$ cat src/rtl/phase_sequencer_arb.sv
// Runs the enabled list-maintenance engines in index order over the en/start/done protocol
// and routes the single-port node memory to whichever engine currently holds the grant.
module phase_sequencer_arb #(
    parameter  int N_ENG   = 4,
    parameter  int AW      = 11,
    parameter  int DW      = 16,
    parameter  int TIMEOUT = 4096,
    localparam int IW      = (N_ENG > 1) ? $clog2(N_ENG) : 1,
    localparam int CW      = $clog2(TIMEOUT) + 1
) (
    input  logic                clock,
    input  logic                nrst,
    input  logic                go,
    input  logic [N_ENG-1:0]    phase_mask,
    input  logic [N_ENG-1:0]    eng_done,
    input  logic [N_ENG*AW-1:0] eng_address,
    input  logic [N_ENG-1:0]    eng_wr_en,
    input  logic [N_ENG*DW-1:0] eng_data_out,
    input  logic [DW-1:0]       mem_data_in,
    output logic [N_ENG-1:0]    eng_en,
    output logic [N_ENG-1:0]    eng_start,
    output logic [DW-1:0]       eng_data_in,
    output logic [AW-1:0]       mem_address,
    output logic                mem_wr_en,
    output logic [DW-1:0]       mem_data_out,
    output logic                busy,
    output logic                done,
    output logic                error,
    output logic [IW-1:0]       active_idx
);

    typedef enum logic [2:0] {
        S_IDLE,
        S_SCAN,
        S_EN,
        S_START,
        S_WAIT,
        S_FIN
    } state_e;

    localparam logic [CW-1:0] WD_LIMIT = CW'(TIMEOUT - 1);

    state_e           state_q, state_d;
    logic [N_ENG-1:0] mask_q, mask_d;
    logic [IW-1:0]    idx_q, idx_d;
    logic [CW-1:0]    wd_q, wd_d;
    logic             error_q, error_d;
    logic [N_ENG-1:0] eng_en_q, eng_en_d;
    logic [N_ENG-1:0] eng_start_q, eng_start_d;
    logic [N_ENG-1:0] one_hot_d;
    logic             scan_found;
    logic [IW-1:0]    scan_idx;
    logic             grant;

    // Lowest pending engine at or above the current index; descending loop lets the lowest win.
    always_comb begin
        scan_found = 1'b0;
        scan_idx   = '0;
        for (int i = N_ENG - 1; i >= 0; i--) begin
            if (mask_q[i] && (i >= int'(idx_q))) begin
                scan_found = 1'b1;
                scan_idx   = IW'(i);
            end
        end
    end

    // NOTE: every signal written here gets a default first so no path leaves it unassigned (no latches).
    always_comb begin
        state_d = state_q;
        mask_d  = mask_q;
        idx_d   = idx_q;
        wd_d    = wd_q;
        error_d = error_q;
        unique case (state_q)
            S_IDLE, S_FIN: begin
                if (go) begin
                    mask_d  = phase_mask;
                    error_d = 1'b0;
                    idx_d   = '0;
                    state_d = S_SCAN;
                end
            end
            S_SCAN: begin
                if (scan_found) begin
                    idx_d   = scan_idx;
                    state_d = S_EN;
                end else begin
                    idx_d   = '0;
                    state_d = S_FIN;
                end
            end
            S_EN:    state_d = S_START;
            S_START: begin
                wd_d    = '0;
                state_d = S_WAIT;
            end
            S_WAIT: begin
                if (eng_done[idx_q]) begin
                    mask_d[idx_q] = 1'b0;
                    state_d       = S_SCAN;
                end else if (wd_q == WD_LIMIT) begin
                    error_d = 1'b1;
                    idx_d   = '0;
                    state_d = S_FIN;
                end else begin
                    wd_d = wd_q + 1'b1;
                end
            end
            default: state_d = S_IDLE;
        endcase

        // Pulses are registered so they line up exactly with the EN / START state cycles.
        one_hot_d        = '0;
        one_hot_d[idx_d] = 1'b1;
        eng_en_d         = (state_d == S_EN)    ? one_hot_d : '0;
        eng_start_d      = (state_d == S_START) ? one_hot_d : '0;
    end

    // NOTE: sequential state uses non-blocking assignments so all flops update together at the edge.
    always_ff @(posedge clock or negedge nrst) begin
        if (!nrst) begin
            state_q     <= S_IDLE;
            mask_q      <= '0;
            idx_q       <= '0;
            wd_q        <= '0;
            error_q     <= 1'b0;
            eng_en_q    <= '0;
            eng_start_q <= '0;
        end else begin
            state_q     <= state_d;
            mask_q      <= mask_d;
            idx_q       <= idx_d;
            wd_q        <= wd_d;
            error_q     <= error_d;
            eng_en_q    <= eng_en_d;
            eng_start_q <= eng_start_d;
        end
    end

    assign grant = (state_q == S_EN) || (state_q == S_START) || (state_q == S_WAIT);

    always_comb begin
        mem_address  = '0;
        mem_wr_en    = 1'b0;
        mem_data_out = '0;
        if (grant) begin
            mem_address  = eng_address[int'(idx_q)*AW +: AW];
            mem_wr_en    = eng_wr_en[idx_q];
            mem_data_out = eng_data_out[int'(idx_q)*DW +: DW];
        end
    end

    assign eng_data_in = mem_data_in;
    assign eng_en      = eng_en_q;
    assign eng_start   = eng_start_q;
    assign busy        = (state_q == S_SCAN) || grant;
    assign done        = (state_q == S_FIN);
    assign error       = error_q;
    assign active_idx  = idx_q;

endmodule
$ cat config.mk
export PLATFORM = sky130hd
export DESIGN_NAME = phase_sequencer_arb
export DESIGN_NICKNAME = d
export VERILOG_FILES = /design/src/rtl/phase_sequencer_arb.sv
export SDC_FILE = /design/constraint.sdc
export NUM_CORES = 1
export LEC_CHECK = 0
export CAP_MARGIN = 0
export CORE_UTILIZATION = 35
export DETAILED_ROUTE_END_ITERATION = 10
export PLACE_DENSITY = 0.82
export SYNTH_ARGS = -nofsm -noshare
export SYNTH_HDL_FRONTEND = slang
export SYNTH_SLANG_ARGS = --single-unit
export TNS_END_PERCENT = 30
$ cat constraint.sdc
create_clock -name clock -period 2.51 [get_ports clock]
set_clock_uncertainty 0.05 [all_clocks]
set_input_delay 0.6275 -clock clock [delete_from_list [all_inputs] [get_ports clock]]
set_output_delay 0.6275 -clock clock [all_outputs]
set_load 0.02 [all_outputs]
==> results of run 1 <==
## flip-flops by register name (all words and copies together) (netlist names)
signal	flops
eng_start	4
active_idx	2
state_q	3
mask_q	4
eng_en	4
wd_q	13
error	1
## per-layer routing
layer | vias to the layer above | global-route usage, %
met4 | 2 | 7.18
met3 | 20 | 8.21
met5 | - | 0
met1 | 1374 | 31.8
li1 | 1250 | -
met2 | 161 | 43.1
## kinds of logic (layout without fill, tap and decap cells)
group           count (synthesis)  in the layout  synth area share, %
compound gates                 42             42                 11.0
xor+xnor                        8              8                 2.66
fa+ha+maj                       1              1                0.475
buf+inv                        41            198                 8.42
flops                          31             31                 29.5
mux                            31             31                 25.6
simple gates                  100            100                 22.4
## where the power goes
group          total [mW]  internal [mW]  switching [mW]
Combinational        2.14          0.999            1.14
Sequential          0.702          0.602          0.0999
Clock               0.512          0.321           0.191
## area by class of cell
cell class,instances,area [um2],area share (%)
multi-input combinational,182,1680,38.2
timing repair buffer,181,1660,37.9
sequential,31,777,17.7
tap,99,124,2.82
clock buffer,6,82.6,1.88
clock inverter,2,35.0,0.798
inverter,9,33.8,0.769
## path summary, 6_finish.rpt
kind / start / endpoint / slack (ns)
max: eng_wr_en[3] / mem_wr_en / 0.0007
min: error$_DFFE_PN0P_ / error$_DFFE_PN0P_ / 0.47
max reg2reg: active_idx[0]$_DFF_PN0_ / wd_q[11]$_DFFE_PN0P_ / 0.12
min reg2reg: error$_DFFE_PN0P_ / error$_DFFE_PN0P_ / 0.47
max in group asynchronous: nrst / active_idx[0]$_DFF_PN0_ / 1.41
min in group asynchronous: nrst / wd_q[11]$_DFFE_PN0P_ / 0.69
## Yosys cell counts, drive strengths merged (2+ instances only)
library cell	n	area (um2)
or4	2	15.0
nand2b	2	20.0
nand3	7	35.0
and2	2	12.5
nor3	5	25.0
a21oi	9	45.0
and4	3	26.3
a31oi	2	12.5
clkbuf	13	48.8
a22o	4	35.0
mux2i	2	20.0
mux4	29	653
o22ai	3	18.8
nor2	19	71.3
nand2	8	30.0
buf	19	139
and3	6	37.5
o221ai	3	26.3
or3b	2	17.5
nor2b	31	194
nor3b	6	56.3
dfrtp	31	776
nand4	3	18.8
o21ai	9	45.0
xnor2	7	61.3
inv	9	33.8
## critical path, stage by stage
cell and delay (ns):
sky130_fd_sc_hd__clkdlybuf4s50_1 0.40, sky130_fd_sc_hd__mux4_2 0.47, sky130_fd_sc_hd__nor2b_1 0.16, sky130_fd_sc_hd__buf_2 0.18
## metrics by stage
stage                     util, %  area, um2
after floorplan                 -       2630
after global placement       60.2       4370
after detailed placement     60.2       4370
after CTS                    60.1       4360
after global routing         60.5       4390
final                        60.5       4390
## what timing repair did
action,4_1_cts,5_1_grt
pin swaps,0,0
endpoints found under the setup margin,30,15
buffers inserted,0,1
gates resized for setup,128,9
==> run metrics, run 1 <==
result of the run finished clean; die height 88.7 um; number of placed I/O pins about 200; Yosys cell types 50; Final Routed Wirelength slightly above 10,000 um; total nets after synthesis 394; DP Wirelength between 8000 and 9000 um; total chip power 3.35 mW; Slew Limit Headroom a little over two thirds; Async S/R FF share, synth 100%; maximum frequency from static timing analysis about 400 MHz; vias per std cell ~5.5; mean instance size in the synthesized netlist around 10 um2; total met2 wirelength after detailed routing about 4800 um; number of design-rule violations left by the first detailed-router iteration 166; area growth from synthesis to layout 66.9%; Max Cap Viol 0; sum of overflow across all layers after global routing 0; core region area roughly 7300 um2; worst vdd rail ir drop 0.000545 V; count of mapped cells out of synthesis 254; number of stages on the worst hold path 2; fraction of layout cells with a size suffix above 1 roughly 22%; unrepaired setup endpoints after global routing true; number of placement rows 31; clock root cell sky130_fd_sc_hd__clkbuf_8; sequential element share of the synthesized area between 20% and 30%; Post-synth EDFFs 0; number of detailed-routing iterations run before antenna repair 5; global-route wire length before repair about 15,000 um; placer congestion estimate about 0.86; CTS Buf Count 5; WL met3 1070 um; # H-tree levels 2; number of buffers inserted by port buffering roughly 160; Top Layer Used met5; flops & latches, synth 31; Hold-fix buffers, CTS 0; fill cell total of the finished layout slightly above 600; Clock Sinks 31; pin count of the biggest net entering global routing 32; commonest cells after routing, fill and taps aside sky130_fd_sc_hd__clkdlybuf4s50_1, sky130_fd_sc_hd__nor2b_1, sky130_fd_sc_hd__dfrtp_1; later-pin clock latency in the skew report slightly below 0.3 ns; initial core utilization between 30% and 40%; required time of the critical path roughly 1.8 ns; antenna diode count 0; fin nets between 500 and 600; predominant post-synthesis flop cell sky130_fd_sc_hd__dfrtp_1; die width 88.7 um; number of max-slew violations in the final report 0; met1 wire length 4000 um; full die area approximately 7900 um2; final antenna-violating net count 0; clock tree from TritonCTS yes; Max clock buf depth 2; final routed wire length divided by cell count roughly 20 um; Worst Reg-to-Reg Cells 6; Final Hold Vio Count 0; portion of the clock cycle consumed by the worst path in the final layout between 90 and 100%; crit path kind input pin to output pin; Placement Setup Slack -0.468 ns; vias post-DR about 2,800; drc violations 0; arrival time at the worst endpoint roughly 1.8 ns; number of global-route vias before repair between 2,000 and 3,000; total routing usage reported by global routing between 20% and 30%; post-route worst hold slack ~0.47 ns; actual transition at the worst max-transition pin roughly 0.45 ns; commonest non-fill, non-tap cell in the layout sky130_fd_sc_hd__clkdlybuf4s50_1; leakage between 1.5 and 2 nW; number of antenna violations at the first check in global routing 1; Pwr per Cell Area ~760 nW/um2; CP endpoint kind output pin; Synth Cell Area 2630 um2; Synth warnings 0; final-layout setup total negative slack 0 ns; total placed cells including tap cells 501; classification of the worst-slack hold path flip-flop to flip-flop; number of setup violations in the final report 0; kind of start point of the critical path input pin; final std cells w/o fill between 500 and 600; highest fanout seen on the critical path 1; final worst setup slack slightly below 0.0007 ns; Final min period 2.51 ns; clock transition time at the flip-flop clock pins of the worst setup and hold paths ~0.07 ns
No activity file was read; power rests on OpenSTA's default activity.
==> run 2: changes to the inputs <==
--- a/config.mk
+++ b/config.mk
@@ -5,7 +5,7 @@
 export SDC_FILE = /design/constraint.sdc
 export NUM_CORES = 1
 export LEC_CHECK = 0
-export CAP_MARGIN = 0
+export CAP_MARGIN = 20
 export CORE_UTILIZATION = 35
 export DETAILED_ROUTE_END_ITERATION = 10
 export PLACE_DENSITY = 0.82
==> results of run 2 <==
The final DEF is identical to that of run 1; final timing and power are the same.
==> run 3: changes to the inputs <==
--- a/config.mk
+++ b/config.mk
@@ -8,6 +8,8 @@
 export CAP_MARGIN = 20
 export CORE_UTILIZATION = 35
 export DETAILED_ROUTE_END_ITERATION = 10
+export GPL_ROUTABILITY_DRIVEN = 1
+export GPL_TIMING_DRIVEN = 0
 export PLACE_DENSITY = 0.82
 export SYNTH_ARGS = -nofsm -noshare
 export SYNTH_HDL_FRONTEND = slang
==> run 3 against run 2 <==
The run now ends with negative setup slack left. Total power rose by 3.9%. Count of clock-buffer cells in the layout unchanged. Sequential power is 0.9% higher. Die area unchanged. Routed wire length up 2.9%. Non-clock buffer count grew 37. Utilization up 5.6 points. Clock power shrank 1%. Via count grew 1.9%. Sequential share of layout area fell by 1.5 points. Combinational power increased by 6%. Largest power group unchanged.
==> run metrics, run 3 (synthesis gave the netlist of run 1 again) <==
antenna diode count 0; final standard cell area without fillers 4790 um2; result of the run finished, violations left; CTS Buf Count 5; later-pin clock latency in the skew report 0.28 ns; commonest non-fill, non-tap cell in the layout sky130_fd_sc_hd__clkdlybuf4s50_1; DP Wirelength around 8500 um; die height slightly below 90 um; area growth from synthesis to layout 82.2%; maximum frequency from static timing analysis 395 MHz; clock tree from TritonCTS yes; highest fanout seen on the critical path 7; commonest cells after routing, fill and taps aside sky130_fd_sc_hd__clkdlybuf4s50_1, sky130_fd_sc_hd__buf_4, sky130_fd_sc_hd__dfrtp_1; number of antenna violations at the first check in global routing 0; unrepaired setup endpoints after global routing true; crit path kind input pin to flip-flop; Pwr per Cell Area about 730 nW/um2; Final min period between 2 and 3 ns; actual transition at the worst max-transition pin 0.594 ns; number of buffers inserted by port buffering approximately 180; kind of start point of the critical path input pin; Max Cap Viol 0; number of placement rows 31; Slew Limit Headroom 60.1%; area of placed instances 4580 um2; fill cell total of the finished layout 565; sum of overflow across all layers after global routing 0; worst r2r dst wd_q[11]$_DFFE_PN0P_; register ranked first by flip-flop count wd_q; storage element area about 780 um2; capturing instance or port of the critical path wd_q[11]$_DFFE_PN0P_; Worst Path Buf+Inv 1; classification of the worst-slack hold path flip-flop to flip-flop; beginning of the critical path eng_done[3]; Clock Sinks 31; # H-tree levels 2; final antenna-violating net count 0; clock transition time at the flip-flop clock pins of the worst setup and hold paths approximately 0.06 ns; vias per std cell between 5 and 6; leakage 1.99 nW; core region area 7250 um2; required time of the critical path 2.67 ns; placer congestion estimate 0.880; pin count of the biggest net entering global routing 22; number of placed I/O pins about 200; drc violations 0; clock root cell sky130_fd_sc_hd__clkbuf_8; global-route wire length before repair 15,000 um; number of setup violations in the final report 2; arrival time at the worst endpoint roughly 2.7 ns; number of global-route vias before repair around 2,900; Max clock buf depth 2; final worst setup slack -0.0188 ns; portion of the clock cycle consumed by the worst path in the final layout 101%; violated checks negative setup slack; number of detailed-routing iterations run before antenna repair 4; total routing usage reported by global routing about a quarter; Final Routed Wirelength 10,400 um; die width approximately 90 um; worst flop-to-flop path startpoint active_idx[0]$_DFF_PN0_; CP endpoint kind flip-flop; area of the multi-input gates between 1500 and 2000 um2; delay of the slowest cell on the worst path around 0.52 ns; initial core utilization a little over a third; vias post-DR approximately 2,900; Worst path top cell family by delay simple AND/OR/NAND/NOR gates; internal reg-to-reg setup slack around 0.030 ns; full die area ~8000 um2; worst vdd rail ir drop about 0.00047 V; number of design-rule violations left by the first detailed-router iteration 177; fraction of layout cells with a size suffix above 1 25.4%; Crit-path slowest cell sky130_fd_sc_hd__mux4_2; Final Hold Vio Count 0; fin nets ~600; Worst Reg-to-Reg Cells 7; critical path depth 6; number of max-slew violations in the final report 0; final routed wire length divided by cell count roughly 19 um; cells along the critical path clkdlybuf4s50_1 -> mux4_2 -> nand2b_4 -> or4_4 -> or3_1 -> a21oi_1; number of flip-flops under the largest register name 13; Placement Setup Slack -0.881 ns
## run 3: cell types whose count changed in the layout (fill, tap and decap cells not counted), moves of 4 or more
cell / delta
sky130_fd_sc_hd__clkdlybuf4s50_1: +19
sky130_fd_sc_hd__dlygate4sd2_1: -4
sky130_fd_sc_hd__buf_4: +11
sky130_fd_sc_hd__nor2b_1: -5
## run 3: metrics by stage
| step | hold slack [ns] | instances | power (mW) | setup TNS (ns) | utilization [%] |
|---|---|---|---|---|---|
| 3_5_place_dp | 0.461 | 533 | 2.91 | -23.01 | 63.1 |
| 3_3_place_gp | 0.457 | 532 | 2.87 | -21.78 | 62.7 |
| 2_1_floorplan | 0.282 | 254 | 1.99 | -0.847 | - |
| 5_1_grt | 0.497 | 547 | 3.69 | -0.241 | 66.1 |
| 6_report | 0.479 | 547 | 3.48 | -0.0350 | 66.1 |
| 4_1_cts | 0.478 | 545 | 3.38 | -0.166 | 64.5 |
## run 3: where the power goes
| part | switching [mW] | internal, mW |
|---|---|---|
| Sequential | 0.105 | 0.603 |
| Combinational | 1.18 | 1.09 |
| Clock | 0.186 | 0.321 |
## run 3: how the worst min path moves through the flow
| stage | startpoint | end | slack (ns) | cells after the start |
|---|---|---|---|---|
| after detailed placement | error$_DFFE_PN0P_ | error$_DFFE_PN0P_ | 0.46 | 2 |
| after CTS | error$_DFFE_PN0P_ | error$_DFFE_PN0P_ | 0.48 | 2 |
| after global placement | wd_q[12]$_DFFE_PN0P_ | wd_q[12]$_DFFE_PN0P_ | 0.46 | 2 |
| final | error$_DFFE_PN0P_ | error$_DFFE_PN0P_ | 0.48 | 2 |
| after global routing | error$_DFFE_PN0P_ | error$_DFFE_PN0P_ | 0.50 | 2 |
| after floorplan | nrst | active_idx[0]$_DFF_PN0_ | 0.28 | 0 |
## run 3: worst reg2reg max path, delay by kind of cell (launching register included)
family          cells  cell delay, ns
compound gates      1            0.12
buf+inv             2            0.30
flops               1            0.38
mux                 1            0.54
simple gates        3            1.01
## run 3: final cells by class
type	instances	share of cell area, %
tap	99	2.58
buffer	31	5.40
sequential	31	16.2
timing repair buffer	187	37.5
multi-input combinational	182	35.1
inverter	9	0.705
clock buffer	6	1.72
clock inverter	2	0.731
## run 3: timing repair
action	4_1_cts	5_1_grt
setup buffers	5	0
pin swaps	3	0
endpoints found under the setup margin	32	26
cloned	0	2
gates resized for setup	154	29
hold buffers	0	0
## run 3: layer usage
layer / track usage [%] / up-vias / routed length, um
li1: - / 1325 / -
met1: 31.5 / 1376 / 4120
met2: 45.2 / 143 / 5020
met3: 8.40 / 16 / 1110
met4: 6.16 / 0 / 155
met5: 0 / - / 0
